`src/rtl/ex_muldiv_ctrl_if.sv`:
```
// HI/LO unit bus: ID/EX instruction fields in, stall/status and HI/LO contents out.
// The pipeline side is the master and the multiply/divide sequencer is the slave.
interface ex_muldiv_ctrl_if #(
  parameter int NB_DATA  = 32,
  parameter int NB_FUNCT = 6
);
  logic                i_valid;
  logic [NB_FUNCT-1:0] i_funct;
  logic [NB_DATA-1:0]  i_data_1;
  logic [NB_DATA-1:0]  i_data_2;
  logic                i_flush;
  logic                o_stall;
  logic                o_busy;
  logic                o_done;
  logic                o_div_by_zero;
  logic [NB_DATA-1:0]  o_hi;
  logic [NB_DATA-1:0]  o_lo;

  modport master (
    output i_valid, i_funct, i_data_1, i_data_2, i_flush,
    input  o_stall, o_busy, o_done, o_div_by_zero, o_hi, o_lo
  );

  modport slave (
    input  i_valid, i_funct, i_data_1, i_data_2, i_flush,
    output o_stall, o_busy, o_done, o_div_by_zero, o_hi, o_lo
  );
endinterface

```
`src/rtl/ex_muldiv_ctrl.sv`:
```
// Execute-stage MULT/MULTU/DIV/DIVU sequencer with HI/LO ownership.
// One shift-add or restoring-divide step per cycle on operand magnitudes, sign fix at the end.
module ex_muldiv_ctrl #(
  parameter int NB_DATA  = 32,
  parameter int NB_FUNCT = 6
) (
  input  logic              i_clk,
  input  logic              i_rst_n,
  ex_muldiv_ctrl_if.slave   bus
);
  localparam int NB_CNT = $clog2(NB_DATA);

  localparam logic [NB_FUNCT-1:0] F_MFHI  = NB_FUNCT'(6'b010000);
  localparam logic [NB_FUNCT-1:0] F_MTHI  = NB_FUNCT'(6'b010001);
  localparam logic [NB_FUNCT-1:0] F_MFLO  = NB_FUNCT'(6'b010010);
  localparam logic [NB_FUNCT-1:0] F_MTLO  = NB_FUNCT'(6'b010011);
  localparam logic [NB_FUNCT-1:0] F_MULT  = NB_FUNCT'(6'b011000);
  localparam logic [NB_FUNCT-1:0] F_MULTU = NB_FUNCT'(6'b011001);
  localparam logic [NB_FUNCT-1:0] F_DIV   = NB_FUNCT'(6'b011010);
  localparam logic [NB_FUNCT-1:0] F_DIVU  = NB_FUNCT'(6'b011011);

  typedef enum logic [1:0] {IDLE, RUN, FIX, DONE} state_t;

  state_t              state_q, state_d;
  logic [NB_CNT-1:0]   cnt_q;
  logic [NB_DATA-1:0]  hi_q, lo_q;
  logic [NB_DATA-1:0]  op_a_q, op_b_q, acc_q, lo_w_q;
  logic                sign_a_q, sign_b_q, is_div_q, is_signed_q, dz_q;

  function automatic logic [NB_DATA-1:0] neg_w(input logic [NB_DATA-1:0] v, input logic neg);
    return neg ? (~v + 1'b1) : v;
  endfunction

  function automatic logic [2*NB_DATA-1:0] neg_d(input logic [2*NB_DATA-1:0] v, input logic neg);
    return neg ? (~v + 1'b1) : v;
  endfunction

  logic is_muldiv, is_hilo, idle_like, accept, mt_ok, in_signed, in_sign_a, in_sign_b;

  always_comb begin
    is_muldiv = (bus.i_funct == F_MULT) || (bus.i_funct == F_MULTU) ||
                (bus.i_funct == F_DIV)  || (bus.i_funct == F_DIVU);
    is_hilo   = is_muldiv || (bus.i_funct == F_MFHI) || (bus.i_funct == F_MTHI) ||
                (bus.i_funct == F_MFLO) || (bus.i_funct == F_MTLO);
    idle_like = (state_q == IDLE) || (state_q == DONE);
    accept    = idle_like && bus.i_valid && !bus.i_flush && is_muldiv;
    mt_ok     = idle_like && bus.i_valid && !bus.i_flush;
    in_signed = !bus.i_funct[0];
    in_sign_a = in_signed && bus.i_data_1[NB_DATA-1];
    in_sign_b = in_signed && bus.i_data_2[NB_DATA-1];
  end

  // Iteration step: shift-add for multiply, restoring subtract for divide
  logic [NB_DATA:0]   mul_sum;
  logic [NB_DATA:0]   div_trial;
  logic [NB_DATA+1:0] div_diff;
  logic               div_ok;

  always_comb begin
    mul_sum   = {1'b0, acc_q} + (lo_w_q[0] ? {1'b0, op_a_q} : '0);
    div_trial = {acc_q, lo_w_q[NB_DATA-1]};
    div_diff  = {1'b0, div_trial} - {2'b00, op_b_q};
    div_ok    = !div_diff[NB_DATA+1];
  end

  // Sign correction and HI/LO selection, used in FIX
  logic [2*NB_DATA-1:0] prod_fix;
  logic [NB_DATA-1:0]   hi_res, lo_res;

  always_comb begin
    prod_fix = neg_d({acc_q, lo_w_q}, is_signed_q && (sign_a_q ^ sign_b_q));
    if (!is_div_q) begin
      hi_res = prod_fix[2*NB_DATA-1:NB_DATA];
      lo_res = prod_fix[NB_DATA-1:0];
    end else if (dz_q) begin
      hi_res = neg_w(op_a_q, is_signed_q && sign_a_q);
      lo_res = '1;
    end else begin
      hi_res = neg_w(acc_q, is_signed_q && sign_a_q);
      lo_res = neg_w(lo_w_q, is_signed_q && (sign_a_q ^ sign_b_q));
    end
  end

  always_comb begin
    state_d = state_q;
    case (state_q)
      IDLE, DONE: state_d = accept ? RUN : IDLE;
      RUN: begin
        if (bus.i_flush)       state_d = IDLE;
        else if (cnt_q == '0)  state_d = FIX;
      end
      FIX:     state_d = bus.i_flush ? IDLE : DONE;
      default: state_d = IDLE;
    endcase
  end

  always_ff @(posedge i_clk) begin
    if (!i_rst_n) begin
      state_q <= IDLE;
      cnt_q   <= '0;
      hi_q    <= '0;
      lo_q    <= '0;
    end else begin
      state_q <= state_d;
      if (accept)
        cnt_q <= NB_CNT'(NB_DATA-1);
      else if (state_q == RUN && cnt_q != '0)
        cnt_q <= cnt_q - 1'b1;
      if (state_q == FIX && !bus.i_flush) begin
        hi_q <= hi_res;
        lo_q <= lo_res;
      end else if (mt_ok && bus.i_funct == F_MTHI) begin
        hi_q <= bus.i_data_1;
      end else if (mt_ok && bus.i_funct == F_MTLO) begin
        lo_q <= bus.i_data_1;
      end
    end
  end

  // Working registers carry no reset; the FSM qualifies every use of them
  always_ff @(posedge i_clk) begin
    if (accept) begin
      op_a_q      <= neg_w(bus.i_data_1, in_sign_a);
      op_b_q      <= neg_w(bus.i_data_2, in_sign_b);
      sign_a_q    <= in_sign_a;
      sign_b_q    <= in_sign_b;
      is_signed_q <= in_signed;
      is_div_q    <= bus.i_funct[1];
      dz_q        <= bus.i_funct[1] && (bus.i_data_2 == '0);
      acc_q       <= '0;
      lo_w_q      <= bus.i_funct[1] ? neg_w(bus.i_data_1, in_sign_a)
                                    : neg_w(bus.i_data_2, in_sign_b);
    end else if (state_q == RUN) begin
      if (is_div_q) begin
        acc_q  <= div_ok ? div_diff[NB_DATA-1:0] : div_trial[NB_DATA-1:0];
        lo_w_q <= {lo_w_q[NB_DATA-2:0], div_ok};
      end else begin
        acc_q  <= mul_sum[NB_DATA:1];
        lo_w_q <= {mul_sum[0], lo_w_q[NB_DATA-1:1]};
      end
    end
  end

  always_comb begin
    bus.o_busy        = (state_q == RUN) || (state_q == FIX);
    bus.o_stall       = bus.o_busy && bus.i_valid && is_hilo;
    bus.o_done        = (state_q == DONE);
    bus.o_div_by_zero = (state_q == DONE) && dz_q;
    bus.o_hi          = hi_q;
    bus.o_lo          = lo_q;
  end
endmodule

```
`src/flat_wrapper.sv`:
```
// flat-port wrapper written by rule: the top's interface ports become plain ports
module ex_muldiv_ctrl_flat 
#(
  parameter int NB_DATA  = 32,
  parameter int NB_FUNCT = 6
)
  (i_clk, i_rst_n, bus_i_valid, bus_i_funct, bus_i_data_1, bus_i_data_2, bus_i_flush, bus_o_stall, bus_o_busy, bus_o_done, bus_o_div_by_zero, bus_o_hi, bus_o_lo);
  ex_muldiv_ctrl_if #(.NB_DATA(NB_DATA), .NB_FUNCT(NB_FUNCT)) bus_i ();
  input  logic i_clk;
  input  logic i_rst_n;
  input wire logic [$bits(bus_i.i_valid)-1:0] bus_i_valid;
  input wire logic [$bits(bus_i.i_funct)-1:0] bus_i_funct;
  input wire logic [$bits(bus_i.i_data_1)-1:0] bus_i_data_1;
  input wire logic [$bits(bus_i.i_data_2)-1:0] bus_i_data_2;
  input wire logic [$bits(bus_i.i_flush)-1:0] bus_i_flush;
  output wire logic [$bits(bus_i.o_stall)-1:0] bus_o_stall;
  output wire logic [$bits(bus_i.o_busy)-1:0] bus_o_busy;
  output wire logic [$bits(bus_i.o_done)-1:0] bus_o_done;
  output wire logic [$bits(bus_i.o_div_by_zero)-1:0] bus_o_div_by_zero;
  output wire logic [$bits(bus_i.o_hi)-1:0] bus_o_hi;
  output wire logic [$bits(bus_i.o_lo)-1:0] bus_o_lo;
  assign bus_i.i_valid = bus_i_valid;
  assign bus_i.i_funct = bus_i_funct;
  assign bus_i.i_data_1 = bus_i_data_1;
  assign bus_i.i_data_2 = bus_i_data_2;
  assign bus_i.i_flush = bus_i_flush;
  assign bus_o_stall = bus_i.o_stall;
  assign bus_o_busy = bus_i.o_busy;
  assign bus_o_done = bus_i.o_done;
  assign bus_o_div_by_zero = bus_i.o_div_by_zero;
  assign bus_o_hi = bus_i.o_hi;
  assign bus_o_lo = bus_i.o_lo;
  ex_muldiv_ctrl #(.NB_DATA(NB_DATA), .NB_FUNCT(NB_FUNCT)) u_core (.i_clk(i_clk), .i_rst_n(i_rst_n), .bus(bus_i));
endmodule
```
`config.mk`:
```
export PLATFORM = sky130hd
export DESIGN_NAME = ex_muldiv_ctrl_flat
export DESIGN_NICKNAME = d
export VERILOG_FILES = /design/src/rtl/ex_muldiv_ctrl_if.sv /design/src/rtl/ex_muldiv_ctrl.sv /design/src/flat_wrapper.sv
export SDC_FILE = /design/constraint.sdc
export NUM_CORES = 1
export LEC_CHECK = 0
export ABC_AREA = 1
export CAP_MARGIN = 20
export CORE_UTILIZATION = 35
export CTS_BUF_LIST = sky130_fd_sc_hd__clkbuf_8
export DETAILED_ROUTE_END_ITERATION = 8
export MAX_ROUTING_LAYER = met4
export PLACE_DENSITY_LB_ADDON = 0.3
export SLEW_MARGIN = 20
export SYNTH_ARGS = -nofsm -noshare
export SYNTH_HDL_FRONTEND = slang
export SYNTH_SLANG_ARGS = --single-unit
export TNS_END_PERCENT = 30
```
`constraint.sdc`:
```
create_clock -name i_clk -period 2.58 [get_ports i_clk]
set_input_delay 0.387 -clock i_clk [delete_from_list [all_inputs] [get_ports i_clk]]
set_output_delay 0.387 -clock i_clk [all_outputs]
set_load 0.005 [all_outputs]
```
Word-level counts from Yosys, hierarchy flattened:

Cells that the tools add are included.

* output and inout bits: 68
* memory bits (read-only): 0
* word-level logic and storage cells: 108
* register bits after elaboration: 204
* bits in writable memories: 0
* input port bits: 74
* latch bits: 0
* memories: 0

* add/sub/neg operators: 9
* muxes and demuxes: 29
* divide/modulo/power cells: 0
* magnitude comparators: 0
* bitwise operators: 7
* reductions and logical operators: 37
* $mul: 0
* equal/unequal tests: 13
* shifts and indexed selects: 0

Operators by type and width (count)
* $mux W32: 21
* $add A32 B1 Y32 const B: 5
* $not A32 Y32: 5
* $add A64 B1 Y64 const B: 1
* $mux W64: 1
* $not A64 Y64: 1
* $eq A6 B5 Y1 const B: 8
* $sub A33 B32 Y34: 1
* $add A32 B33 Y33: 1
* $logic_not A32 Y1: 1
* $logic_and A1 B1 Y1: 15
* $mux W5: 2
* $logic_or A1 B1 Y1: 9
* $reduce_bool A2 Y1: 4
* $mux W2: 3
* $pmux W2 S3: 1
* $logic_not A5 Y1: 1
* $reduce_bool A5 Y1: 1
* $sub A5 B1 Y5 const B: 1
* $eq A2 B2 Y1 const B: 2
* $logic_not A1 Y1: 3
* $ne A3 B2 Y1 const B: 1
* $eq A2 B1 Y1 const B: 1
* $logic_not A2 Y1: 1
* other kinds (5): 5

Logic depth before layout (Yosys ltp):

* word-level depth: 9
* mapped depth: 20
* depth with buffers taken out: 18

Worst setup path before layout:

No wires, ideal clock.

* path kind: reg-to-reg
* from: register u_core.state_q[0]
* to: register u_core.lo_w_q[11] (data pin)
* required time: 2277 ps
* setup time: 303 ps
* stages on the path, launching flop included: 10
* setup slack: -223 ps
* period minus slack after synthesis: 2803 ps
* buffers on the path: 2
* data arrival time: 2500 ps
* cells stage by stage: dfxtp_1 > inv_1 > ha_1 > inv_2 > nor3_2 > nand2_1 > inv_1 > buf_2 > buf_2 > o22ai_1

* longest elaborated chain between the ends: 6
* elaborated cells on any way between the ends: 7
* those cells by class: 1 x eq/ne; 1 x mux; 5 x reduce/logical

Ends and longest elaborated chain
* from (decl): line ex_muldiv_ctrl.sv:24 `state_t state_q, state_d;`
* from (signal assigned): line ex_muldiv_ctrl.sv:104 `state_q <= state_d;`
* $eq A2 B2 Y1 / $logic_not A2 Y1 (equally long branches): line ex_muldiv_ctrl.sv:45 `idle_like = (state_q == IDLE) || (state_q == DONE);`
* $logic_or A1 B1 Y1 *: line ex_muldiv_ctrl.sv:45
* $logic_and A1 B1 Y1 * (3 in a row): line ex_muldiv_ctrl.sv:46 `accept = idle_like && bus.i_valid && !bus.i_flush && is_muldiv;`
* via u_core.accept: line ex_muldiv_ctrl.sv:38 `logic is_muldiv, is_hilo, idle_like, accept, mt_ok, in_signed, in_sign_a, in_sign_b;`
* $mux W32 *: line ex_muldiv_ctrl.sv:122 `if (accept) begin`
* to (signal assigned): line ex_muldiv_ctrl.sv:131 `lo_w_q <= bus.i_funct[1] ? neg_w(bus.i_data_1, in_sign_a)`
* to (signal assigned): line ex_muldiv_ctrl.sv:136 `lo_w_q <= {lo_w_q[NB_DATA-2:0], div_ok};`
* to (signal assigned): line ex_muldiv_ctrl.sv:139 `lo_w_q <= {mul_sum[0], lo_w_q[NB_DATA-1:1]};`
* to (decl): line ex_muldiv_ctrl.sv:27 `logic [NB_DATA-1:0] op_a_q, op_b_q, acc_q, lo_w_q;`

The timed path passes the listed nets; every way through them passes the cells marked *.
A chain may end at the register's enable or synchronous reset.

Worst setup path in the final report:

* from: register u_core.lo_w_q[0]
* to: register u_core.lo_q[21] (netlist: u_core.bus.o_lo[21])

* longest elaborated chain between the ends: 6
* elaborated cells on any way between the ends: 9
* those cells by class: 2 x add/sub; 5 x mux; 2 x bitwise

Ends and longest elaborated chain
* $not A32 Y32: line ex_muldiv_ctrl.sv:31 `return neg ? (~v + 1'b1) : v;`
* $add A32 B1 Y32: line ex_muldiv_ctrl.sv:31
* $mux W32: line ex_muldiv_ctrl.sv:31
* $mux W32: line ex_muldiv_ctrl.sv:75 `end else if (dz_q) begin`
* $mux W32 *: line ex_muldiv_ctrl.sv:72 `if (!is_div_q) begin`
* $mux W32 *: line ex_muldiv_ctrl.sv:109 `if (state_q == FIX && !bus.i_flush) begin`
* to (signal assigned): line ex_muldiv_ctrl.sv:111 `lo_q <= lo_res;`
* to (signal assigned): line ex_muldiv_ctrl.sv:115 `lo_q <= bus.i_data_1;`
* to (decl): line ex_muldiv_ctrl.sv:26 `logic [NB_DATA-1:0] hi_q, lo_q;`

Every way passes the cells marked *; elsewhere a longest branch is shown, timed or not.

==> run_results.csv <==
group,metric,value,unit
run_status,run_status,"completed",
drt,drc,0,
drt,wirelength,103000,um
timing,period_share,99.6,%
timing,skew,0.0609,ns
yosys,synth-seq-cells,204,
yosys,avgSynthCellArea,5.78,um2
power_and_ir_drop,leakage,13.4,nW
critical_path,cp_data_required_time,3.10,ns
timing,drv_slew,0,
timing,slew_headroom,50.8,%
power_and_ir_drop,powerDensity,452,mW/mm2
timing,whs,0.380,ns
place,port_buffers,141,
yosys,async_reset_ff_share,0,%
yosys,syn_inst,3607,
die,core_area,0.0589,mm2
layout,syn_to_final_growth,32.7,%
timing,fmax,389,MHz
die,die_w,246,um
clock_tree,cts_root_buf,"clkbuf_8",
die,ios,142,
critical_path,cp.arrival,3.09,ns
place,hpwl,84600,um
die,start_util,35.4,%
clock_tree,cts_tree,"done",
drt,routed.top_layer,"met4",
drt,ant_nets,0,
global_routing,grt_pass1_wl,148000,um
clock_tree,cts_sinks,204,
drt,wire_per_inst,21.0,um
yosys,synth_flop_cell,"dfxtp_1",
drt,wl_met2,46300,um
timing,setup_viol_count_final,0,
clock_tree,cts_buffers,41,
drt,vias,25900,
clock_tree,htreeDepth,2,
critical_path,cp-end-kind,"flop",
timing,rsz0062_at_grt,"yes",
power_and_ir_drop,peakVddDrop,0.431,mV
drt,viasPerCell,5.29,
place,place_congestion,1.06,
global_routing,grt_use_total,34.2,%
die,rows,89,
yosys,yosysWarningCount,0,
yosys,synthesis.area,0.0209,mm2
timing,worst_pin_slew,0.730,ns
layout,drive_above_1_share,17.1,%
run,drv_cap,0,
clock_tree,insertion_delay,0.66,ns
global_routing,grt_max_degree,83,
critical_path,crit_type,"reg2reg",
yosys,synth_edf_count,101,
clock_tree,clk_pin_slew,0.07,ns
drt,wl_met3,7550,um
layout,stdcell_count,4892,
global_routing,grt_overflow,0,
layout,nNetsFinal,4235,
global_routing,antenna_found_initial,3,
drt,wl_met1,42500,um
die,dieArea,0.0606,mm2
critical_path,start_kind,"flop",
drt,drtIter0Drc,2745,
die,die_h,246,um
yosys,synth_cell_types,56,
clock_tree,clk_path_buf_depth,3,
clock_tree,hold_buffers,0,
drt,drt_first_pass_iters,6,
timing,period_minus_slack,2.57,ns
critical_path,crit_fanout,11,
timing,finalHoldViolations,0,
yosys,ys_seq_area_share,24.4,%
worst_hold_path,hp-class,"in2reg",
yosys,syn-num-nets,3757,
global_routing,grt_pass1_vias,23900,
place,placed_cells,4813,
[cell families after synthesis]
family,after synthesis,synth area share [%]
compound gates,549,14.2
xor+xnor,58,2.44
fa+ha+maj,76,4.63
buf+inv,674,12.5
flops,204,24.4
mux,1,0.0480
simple gates,2045,41.8
[state kept, by name, indices dropped and copies added, names as in the netlist]
register	count
u_core.dz_q	1
u_core.op_a_q	32
u_core.state_q	2
u_core.is_div_q	1
u_core.cnt_q	5
u_core.sign_a_q	1
u_core.bus.o_hi	32
u_core.sign_b_q	1
u_core.acc_q	32
u_core.op_b_q	32
u_core.bus.o_lo	32
u_core.lo_w_q	32
u_core.is_signed_q	1
[layout by cell type (no fill, tap or decap), types with 53 or more instances in the layout]
cell type,count
nor2_1,350
nand2_1,1092
xor2_1,53
inv_1,542
nand3_1,325
clkdlybuf4s50_1,140
a21oi_1,193
edfxtp_1,101
buf_4,394
o21ai_0,215
nand4_1,68
dfxtp_1,99
[metrics by stage]
step	utilization [%]	setup TNS [ns]	total power, W	setup slack [ns]	instance area (um2)
2_1_floorplan	-	-1.41	0.00636	-0.0441	20900
3_3_place_gp	44.3	-1.78	0.00866	-0.304	26100
3_5_place_dp	44.3	-2.54	0.00865	-0.325	26100
4_1_cts	45.9	-0.0607	0.0122	-0.0322	27100
5_1_grt	47.0	-0.652	0.0131	-0.0821	27700
6_report	47.0	0	0.0125	0.00947	27700
[layer usage]
metal | up-vias | track usage [%]
li1 | 12600 | -
met1 | 11900 | 42.4
met2 | 1105 | 53.5
met3 | 250 | 4.51
met4 | 0 | 18.7
met5 | - | -
[power breakdown]
| part | leakage (nW) | switching (W) | internal, W |
|---|---|---|---|
| clock network | 0.483 | 0.00170 | 0.00183 |
| logic | 11.2 | 0.00326 | 0.00192 |
| registers | 1.74 | 0.000261 | 0.00354 |
| total | 13.4 | 0.00522 | 0.00729 |
[path summary, 6_finish.rpt]
kind                         start             endpoint  slack, ns  cells after the start
setup / recovery  u_core.lo_w_q[0]  u_core.bus.o_lo[21]      0.009                     12
hold / removal     bus_i_data_2[0]     u_core.op_b_q[0]       0.38                      1
setup reg to reg  u_core.lo_w_q[0]  u_core.bus.o_lo[21]      0.009                     12
hold reg to reg    u_core.cnt_q[4]      u_core.cnt_q[4]       0.49                      2
[worst max-delay path: stages, from the launching register on]
cell and delay [ns]:
edfxtp_1 0.38, buf_6 0.16, buf_4 0.16, clkinv_2 0.08, nand3_4 0.12, nor2_4 0.18, nand3_1 0.29, nand2_1 0.32
o21ai_0 0.14, a21oi_2 0.26, o21ai_0 0.12, nor2_1 0.16, nor2_1 0.06
[Yosys cell counts (14+ instances only)]
cell type  number  area (um2)
a21oi_1       213        1070
a31oi_1        26         163
buf_2          29         145
clkbuf_1       74         278
dfxtp_1       103        2060
edfxtp_1      101        3030
ha_1           74         926
inv_1         533        2000
nand2_1      1131        4250
nand3_1       335        1680
nand3b_1       23         173
nand4_1        68         425
nor2_1        383        1440
nor3_1         33         165
o211ai_1       14         105
o21ai_0       224        1120
o21ai_1        17        85.1
o31ai_1        22         165
xor2_1         53         464
[area by class of cell]
cell class / count / area, um2
diodes: 3 / 7.51
clock buffers: 45 / 619
clock inverters: 29 / 203
fillers: 6277 / 31200
inverters: 550 / 2070
multi-input cells: 2729 / 13900
flip-flops and latches: 204 / 5100
well taps: 773 / 967
repair buffers: 559 / 4830
[timing repair]
| action | in CTS | in global routing |
|---|---|---|
| pin swaps | 1 | 17 |
| setup endpoints to repair | 23 | 54 |
| gates cloned | 0 | 0 |
| gates resized for setup | 32 | 151 |
| buffers inserted | 0 | 2 |
Power figures use the tool's default switching activity.
